==> config.mk <==
export PLATFORM = sky130hd
export DESIGN_NAME = obi_rr_arbiter
export DESIGN_NICKNAME = d
export VERILOG_FILES = /design/src/rtl/obi_arb_pkg.sv /design/src/rtl/obi_rr_pick.sv /design/src/rtl/obi_rr_arbiter.sv
export SDC_FILE = /design/constraint.sdc
export NUM_CORES = 1
export LEC_CHECK = 0
export ABC_AREA = 0
export BUFFER_PORTS_ARGS = -buffer_cell sky130_fd_sc_hd__buf_2
export CAP_MARGIN = 5
export CORE_AREA = 2 2 112 114
export DETAILED_ROUTE_END_ITERATION = 8
export DIE_AREA = 0 0 114 116
export MAX_ROUTING_LAYER = met4
export PLACE_DENSITY = 0.49
export SLEW_MARGIN = 20
export SYNTH_ARGS = -nofsm -noshare
export SYNTH_HDL_FRONTEND = slang
export SYNTH_SLANG_ARGS = --single-unit
export TNS_END_PERCENT = 10
==> constraint.sdc <==
create_clock -name clk_i -period 1.6 [get_ports clk_i]
set_input_delay 0.16 -clock clk_i [delete_from_list [all_inputs] [get_ports clk_i]]
set_output_delay 0.16 -clock clk_i [all_outputs]
set_load 0.03 [all_outputs]
==> src/rtl/obi_arb_pkg.sv <==
// Shared types and helpers for the OBI round-robin arbiter.
// The arbiter FSM state encoding is exposed on the top-level state_o debug port.
package obi_arb_pkg;

    typedef enum logic [1:0] {
        IDLE = 2'b00,
        ADDR = 2'b01,
        RESP = 2'b10
    } arb_state_e;

    // Width of a requester index; never narrower than one bit.
    function automatic int idx_width(input int n);
        return (n <= 2) ? 1 : $clog2(n);
    endfunction

endpackage

==> src/rtl/obi_rr_pick.sv <==
// Combinational requester picker.
// Default: round-robin starting at ptr_i and wrapping at N_REQ-1 -> 0.
// With OBI_ARB_FIXED_PRIO_EN defined: lowest-index set request wins, ptr_i is ignored.
module obi_rr_pick
    import obi_arb_pkg::*;
#(
    parameter int N_REQ = 2,
    parameter int IW    = idx_width(N_REQ)
) (
    input  logic [N_REQ-1:0] req_i,
    input  logic [IW-1:0]    ptr_i,
    output logic [IW-1:0]    idx_o,
    output logic             valid_o
);

    logic [IW-1:0] cand_idx;

`ifdef OBI_ARB_FIXED_PRIO_EN
    logic unused_ptr;
    assign unused_ptr = ^ptr_i;

    // Scan from the highest index down so the lowest set request is assigned last and wins.
    always_comb begin
        idx_o    = '0;
        valid_o  = 1'b0;
        cand_idx = '0;
        for (int i = N_REQ - 1; i >= 0; i--) begin
            cand_idx = IW'(i);
            if (req_i[cand_idx]) begin
                idx_o   = cand_idx;
                valid_o = 1'b1;
            end
        end
    end
`else
    // Scan offsets from farthest to nearest so the first set request after ptr_i wins.
    always_comb begin
        idx_o    = '0;
        valid_o  = 1'b0;
        cand_idx = '0;
        for (int i = N_REQ - 1; i >= 0; i--) begin
            cand_idx = IW'((int'(ptr_i) + i) % N_REQ);
            if (req_i[cand_idx]) begin
                idx_o   = cand_idx;
                valid_o = 1'b1;
            end
        end
    end
`endif

endmodule

==> src/rtl/obi_rr_arbiter.sv <==
// Shares one OBI manager port between N_REQ requesters, one transaction at a time.
// FSM IDLE -> ADDR -> RESP -> IDLE; the winner is latched in IDLE, its A-channel is
// forwarded in ADDR, and its R-channel beat is routed back in RESP.
// Handshakes: a beat transfers on a cycle where valid (req/rvalid) and ready (gnt/rready)
// are both high; the arbiter keeps obi_req_o asserted in ADDR until obi_gnt_i arrives.
// Build option: OBI_ARB_FIXED_PRIO_EN selects fixed lowest-index priority and drops the
// round-robin pointer.
module obi_rr_arbiter
    import obi_arb_pkg::*;
#(
    parameter int N_REQ      = 2,
    parameter int ADDR_WIDTH = 32,
    parameter int DATA_WIDTH = 32
) (
    input  logic                                    clk_i,
    input  logic                                    reset_ni,
    input  logic [N_REQ-1:0]                        req_i,
    output logic [N_REQ-1:0]                        gnt_o,
    input  logic [N_REQ-1:0][ADDR_WIDTH-1:0]        addr_i,
    input  logic [N_REQ-1:0]                        we_i,
    input  logic [N_REQ-1:0][DATA_WIDTH/8-1:0]      be_i,
    input  logic [N_REQ-1:0][DATA_WIDTH-1:0]        wdata_i,
    output logic [N_REQ-1:0]                        rvalid_o,
    input  logic [N_REQ-1:0]                        rready_i,
    output logic [DATA_WIDTH-1:0]                   rdata_o,
    output logic                                    err_o,
    output logic                                    obi_req_o,
    input  logic                                    obi_gnt_i,
    output logic [ADDR_WIDTH-1:0]                   obi_addr_o,
    output logic                                    obi_we_o,
    output logic [DATA_WIDTH/8-1:0]                 obi_be_o,
    output logic [DATA_WIDTH-1:0]                   obi_wdata_o,
    input  logic                                    obi_rvalid_i,
    output logic                                    obi_rready_o,
    input  logic [DATA_WIDTH-1:0]                   obi_rdata_i,
    input  logic                                    obi_err_i,
    output arb_state_e                              state_o
);

    localparam int IW = idx_width(N_REQ);

    arb_state_e    state_q, state_d;
    logic [IW-1:0] sel_q, sel_d;
    logic [IW-1:0] sel_next;
    logic [IW-1:0] ptr_cur;
    logic [IW-1:0] pick_idx;
    logic          pick_valid;
    logic          ptr_adv;

    assign state_o  = state_q;
    assign sel_next = (sel_q == IW'(N_REQ - 1)) ? '0 : sel_q + 1'b1;

`ifdef OBI_ARB_FIXED_PRIO_EN
    logic unused_rr;
    assign unused_rr = ptr_adv ^ (^sel_next);
    assign ptr_cur   = '0;
`else
    logic [IW-1:0] ptr_q;
    assign ptr_cur = ptr_q;

    // Round-robin pointer moves past the port that was just granted.
    always_ff @(posedge clk_i or negedge reset_ni) begin
        if (!reset_ni) begin
            ptr_q <= '0;
        end else if (ptr_adv) begin
            ptr_q <= sel_next;
        end
    end
`endif

    obi_rr_pick #(
        .N_REQ (N_REQ),
        .IW    (IW)
    ) u_pick (
        .req_i   (req_i),
        .ptr_i   (ptr_cur),
        .idx_o   (pick_idx),
        .valid_o (pick_valid)
    );

    // State and selected-port registers; reset abandons any transaction in flight.
    always_ff @(posedge clk_i or negedge reset_ni) begin
        if (!reset_ni) begin
            state_q <= IDLE;
            sel_q   <= '0;
        end else begin
            state_q <= state_d;
            sel_q   <= sel_d;
        end
    end

    // Next-state logic and all channel muxing; outputs are zero outside their phase.
    always_comb begin
        state_d      = state_q;
        sel_d        = sel_q;
        ptr_adv      = 1'b0;
        gnt_o        = '0;
        rvalid_o     = '0;
        rdata_o      = '0;
        err_o        = 1'b0;
        obi_req_o    = 1'b0;
        obi_addr_o   = '0;
        obi_we_o     = 1'b0;
        obi_be_o     = '0;
        obi_wdata_o  = '0;
        obi_rready_o = 1'b0;
        case (state_q)
            IDLE: begin
                if (pick_valid) begin
                    sel_d   = pick_idx;
                    state_d = ADDR;
                end
            end
            ADDR: begin
                // Request stays up even if the requester drops req_i; the grant is still forwarded.
                obi_req_o    = 1'b1;
                obi_addr_o   = addr_i[sel_q];
                obi_we_o     = we_i[sel_q];
                obi_be_o     = be_i[sel_q];
                obi_wdata_o  = wdata_i[sel_q];
                gnt_o[sel_q] = obi_gnt_i;
                if (obi_gnt_i) begin
                    ptr_adv = 1'b1;
                    state_d = RESP;
                end
            end
            RESP: begin
                obi_rready_o    = rready_i[sel_q];
                rvalid_o[sel_q] = obi_rvalid_i;
                rdata_o         = obi_rdata_i;
                err_o           = obi_err_i;
                if (obi_rvalid_i && rready_i[sel_q]) begin
                    state_d = IDLE;
                end
            end
            default: begin
                state_d = IDLE;
            end
        endcase
    end

endmodule

==> summary.txt <==
Outcome
  – Run status: complete, but fails checks
  – Failing checks: negative setup slack

Yosys
  – Main flop type after synthesis: dfrtp_1
  – Top-area cell type share of the netlist area: 0.468
  – Post-synthesis average cell area: just under 7 µm²
  – Number of warnings reported in the yosys synthesis log: 0
  – Yosys reg bits: 4
  – Syn Nets: 395
  – Largest cells by area after synthesis: mux2i_1, nor2_1, and2_1, dfrtp_1, buf_4
  – Syn Inst Count: approximately 220
  – Library cell occupying the most area in the post-synthesis netlist: mux2i_1
  – Post-synth ARST share: 1.00
  – Post-synth EDFFs: 0
  – Seq/Total Area, Yosys: 0.0668
  – Mapped cell area: around 0.0015 mm²
  – Synth cell count leaders: nor2_1, mux2i_1, and2_1, buf_4, clkbuf_1
  – Top-count cell post-synth: nor2_1
  – Number of library cell types mapped by synthesis: 22

Job
  – Max Cap Violations: 0

Die
  – Core Rows: 40
  – DIE WIDTH: roughly 110 µm
  – Starting density of the core: 0.126
  – I/O pin count: between 200 and 300
  – Die extent in y: 116 µm
  – Total die area: roughly 0.013 mm²
  – CORE AREA: between 0.01 and 0.015 mm²

Final layout
  – Number of antenna diodes: 0
  – Number of inserted filler cells in the final layout: between 1000 and 1500
  – Final-stage net count: about 680
  – Proportion of layout cells with a drive suffix above 1: 0.626
  – Area grow syn2layout: 138%

Worst setup path
  – Reg-to-reg setup timing slack: between 0.2 and 0.3 ns
  – Largest fanout of any net on the critical path: 19
  – Startpoint class of the critical path: flip-flop
  – Cell at the slowest stage of the critical path: dfrtp_4
  – Critical Setup Path Class: flip-flop to output port
  – Critical path cell sequence: buf_12, clkbuf_16, mux2i_1, nor2_1, buf_4
  – Arrival time of data at the critical path endpoint: about 1.5 ns
  – Type of element capturing the critical path: output port
  – Crit-path max cell delay: 0.50 ns
  – Critical Path RT: ~1.4 ns

Global route
  – Global router's overall resource usage: 0.106
  – Pin count of the biggest net entering global routing: 39
  – Total congestion overflow: 0
  – Global-route wire length before repair: 10900 µm
  – Vias in the first global route: approximately 2400
  – Antenna violations before repair: 0

Detailed routing
  – Number of design-rule violations left by the first detailed-router iteration: 56
  – Average vias per placed instance: approximately 4
  – Number of DRC violations after detailed routing: 0
  – Detailed-routing iteration count for the pre-antenna-repair pass: 4
  – Total wire length after detailed routing: about 8800 µm
  – Average wire length per cell after detail routing: 13.6 µm
  – Antenna-violating nets left: 0
  – Vias after detailed routing: about 2600

Pwr
  – Final Power: between 0.006 and 0.007 W
  – Power density normalized to cell area: 1950 mW/mm²
  – Design internal power: about 0.003 W
  – Share of power burned in combinational logic: 0.911
  – Share of power burned in registers: 0.031
  – Clk network pwr share: 0.058
  – Maximum resistive drop on vdd: 0.713 mV
  – Leakage: around 2.2 nW
  – Sw Ratio: 0.559
  – Total net switching power: around 0.0039 W

STA
  – Tightest Pin Transition: 0.367 ns
  – Hold Vio Cnt, Final: 0
  – Final max-slew violation count: 0
  – Share of the clock period used by the worst path after layout: 1.05
  – Total negative slack for setup checks: -1.22 ns
  – Min Clock Period, post-route: ~1.7 ns
  – Highest Clock Rate: roughly 0.60 GHz
  – Fin Hold WS: around 0.15 ns
  – Worst setup slack after layout: -0.0738 ns
  – Endpoints failing setup: roughly 50
  – Worst setup skew after layout: between 0.005 and 0.006 ns
  – RSZ-0062 raised after global routing: true
  – Worst slew margin relative to its limit: 0.755

Place
  – Dpl ws: 0.131 ns
  – Dpl hpwl: ~6800 µm
  – Routability cong.: 0.710
  – Number of port buffers: 288

Clocking
  – Clock tree from TritonCTS: yes
  – Sinks on the clock net: 4
  – Clock-pin transition on the worst setup and hold timing paths: approximately 0.03 ns
  – Depth of the CTS H-tree: 1
  – Library cell used as clock root buffer: clkbuf_16
  – Worst-case clock buffer depth: 2
  – Latest clock arrival within the worst-skew pair: between 0.2 and 0.25 ns
  – Clock buffers created by TritonCTS: 3

Min path
  – Type of the most critical hold path: primary input to flip-flop
-- cells by family after synthesis --
family | count (synthesis) | share of synthesized area
buffers and inverters | 21 | 0.0835
AO/OA/AOI/OAI | 5 | 0.0209
AND/OR/NAND/NOR | 116 | 0.361
multiplexers | 70 | 0.468
flip-flops | 4 | 0.0668
-- final cells by class --
| type | instances | area, µm² | area share |
|---|---|---|---|
| timing repair buffer | 303 | 1870 | 0.525 |
| multi-input combinational | 191 | 1330 | 0.372 |
| tap | 147 | 184 | 0.0516 |
| sequential | 4 | 104 | 0.0291 |
| clock buffer | 4 | 78.8 | 0.0221 |
| inverter | 1 | 3.75 | 0.00105 |
-- critical path, delay by kind of cell (launching register included) --
kind,cells,cell delay [ns]
muxes,1,0.14
and+or+nand+nor,1,0.12
buffers and inverters,3,0.51
DFF,1,0.50
-- metal layers --
metal	vias up	global-route usage	part of all wire
li1	1283	-	-
met1	1180	0.102	0.34
met2	178	0.221	0.56
met3	6	0.0152	0.089
met4	0	0.0203	0.0070
met5	-	-	0
-- final timing paths --
path | startpoint | endpoint | depth (start not counted)
setup / recovery | sel_q | obi_wdata_o[10] | 5
hold / removal | req_i[0] | sel_q | 2
setup reg to reg | sel_q | state_o[1] | 5
hold reg to reg | ptr_cur | ptr_cur | 1
max in group asynchronous | reset_ni | sel_q | 2
min in group asynchronous | reset_ni | sel_q | 2
-- power groups by stage --
| stage | Sequential, W | Clock [W] | Combinational [W] |
|---|---|---|---|
| 6_report | 0.000214 | 0.000404 | 0.00634 |
| 3_3_place_gp | 0.000205 | 0 | 0.00531 |
| 3_5_place_dp | 0.000210 | 0 | 0.00533 |
| 2_1_floorplan | 0.000240 | 0 | 0.00388 |
| 5_1_grt | 0.000223 | 0.000415 | 0.00671 |
| 4_1_cts | 0.000209 | 0.000405 | 0.00538 |
-- timing repair --
action	4_1_cts	5_1_grt
resized for setup	4	133
hold buffers	1	0
setup buffers	0	3
endpoints found under the hold margin	4	0
endpoints found under the setup margin	5	98
pin swaps	0	1
gates cloned	0	4
-- state kept, by name, indices dropped and copies added, names as in the netlist --
signal and flops:
ptr_cur 1, sel_q 1, state_o 2
-- placed cells by master (no fill, tap or decap) --
cell,synthesis,layout
a211oi_1,1,1
clkbuf_1,7,1
a21o_1,1,1
o21ai_0,1,1
nand2b_2,0,1
nand2_1,2,2
dlygate4sd3_1,0,1
buf_16,0,2
mux2i_2,0,2
a21oi_1,1,1
nor2_2,0,2
mux2i_4,0,3
dfrtp_4,0,1
nor2b_1,1,1
mux2i_1,70,65
buf_4,7,62
inv_1,1,1
dfrtp_1,4,3
nor2_1,73,71
buf_12,0,4
clkbuf_4,0,1
clkbuf_16,0,7
nor2b_2,1,1
and2_1,33,33
nand3b_1,1,1
buf_6,2,1
nand2b_1,2,1
a31oi_1,1,1
nor3_1,1,1
buf_2,3,228
and3_1,2,2
-- stage by stage --
stage | area, µm² | std cells | util
3_5_place_dp | 3090 | 638 | 0.259
2_1_floorplan | 1500 | 216 | -
5_1_grt | 3570 | 650 | 0.299
6_report | 3570 | 650 | 0.299
4_1_cts | 3190 | 643 | 0.268
3_3_place_gp | 3090 | 638 | 0.259
Note: power is estimated with default switching activity, not from simulation.
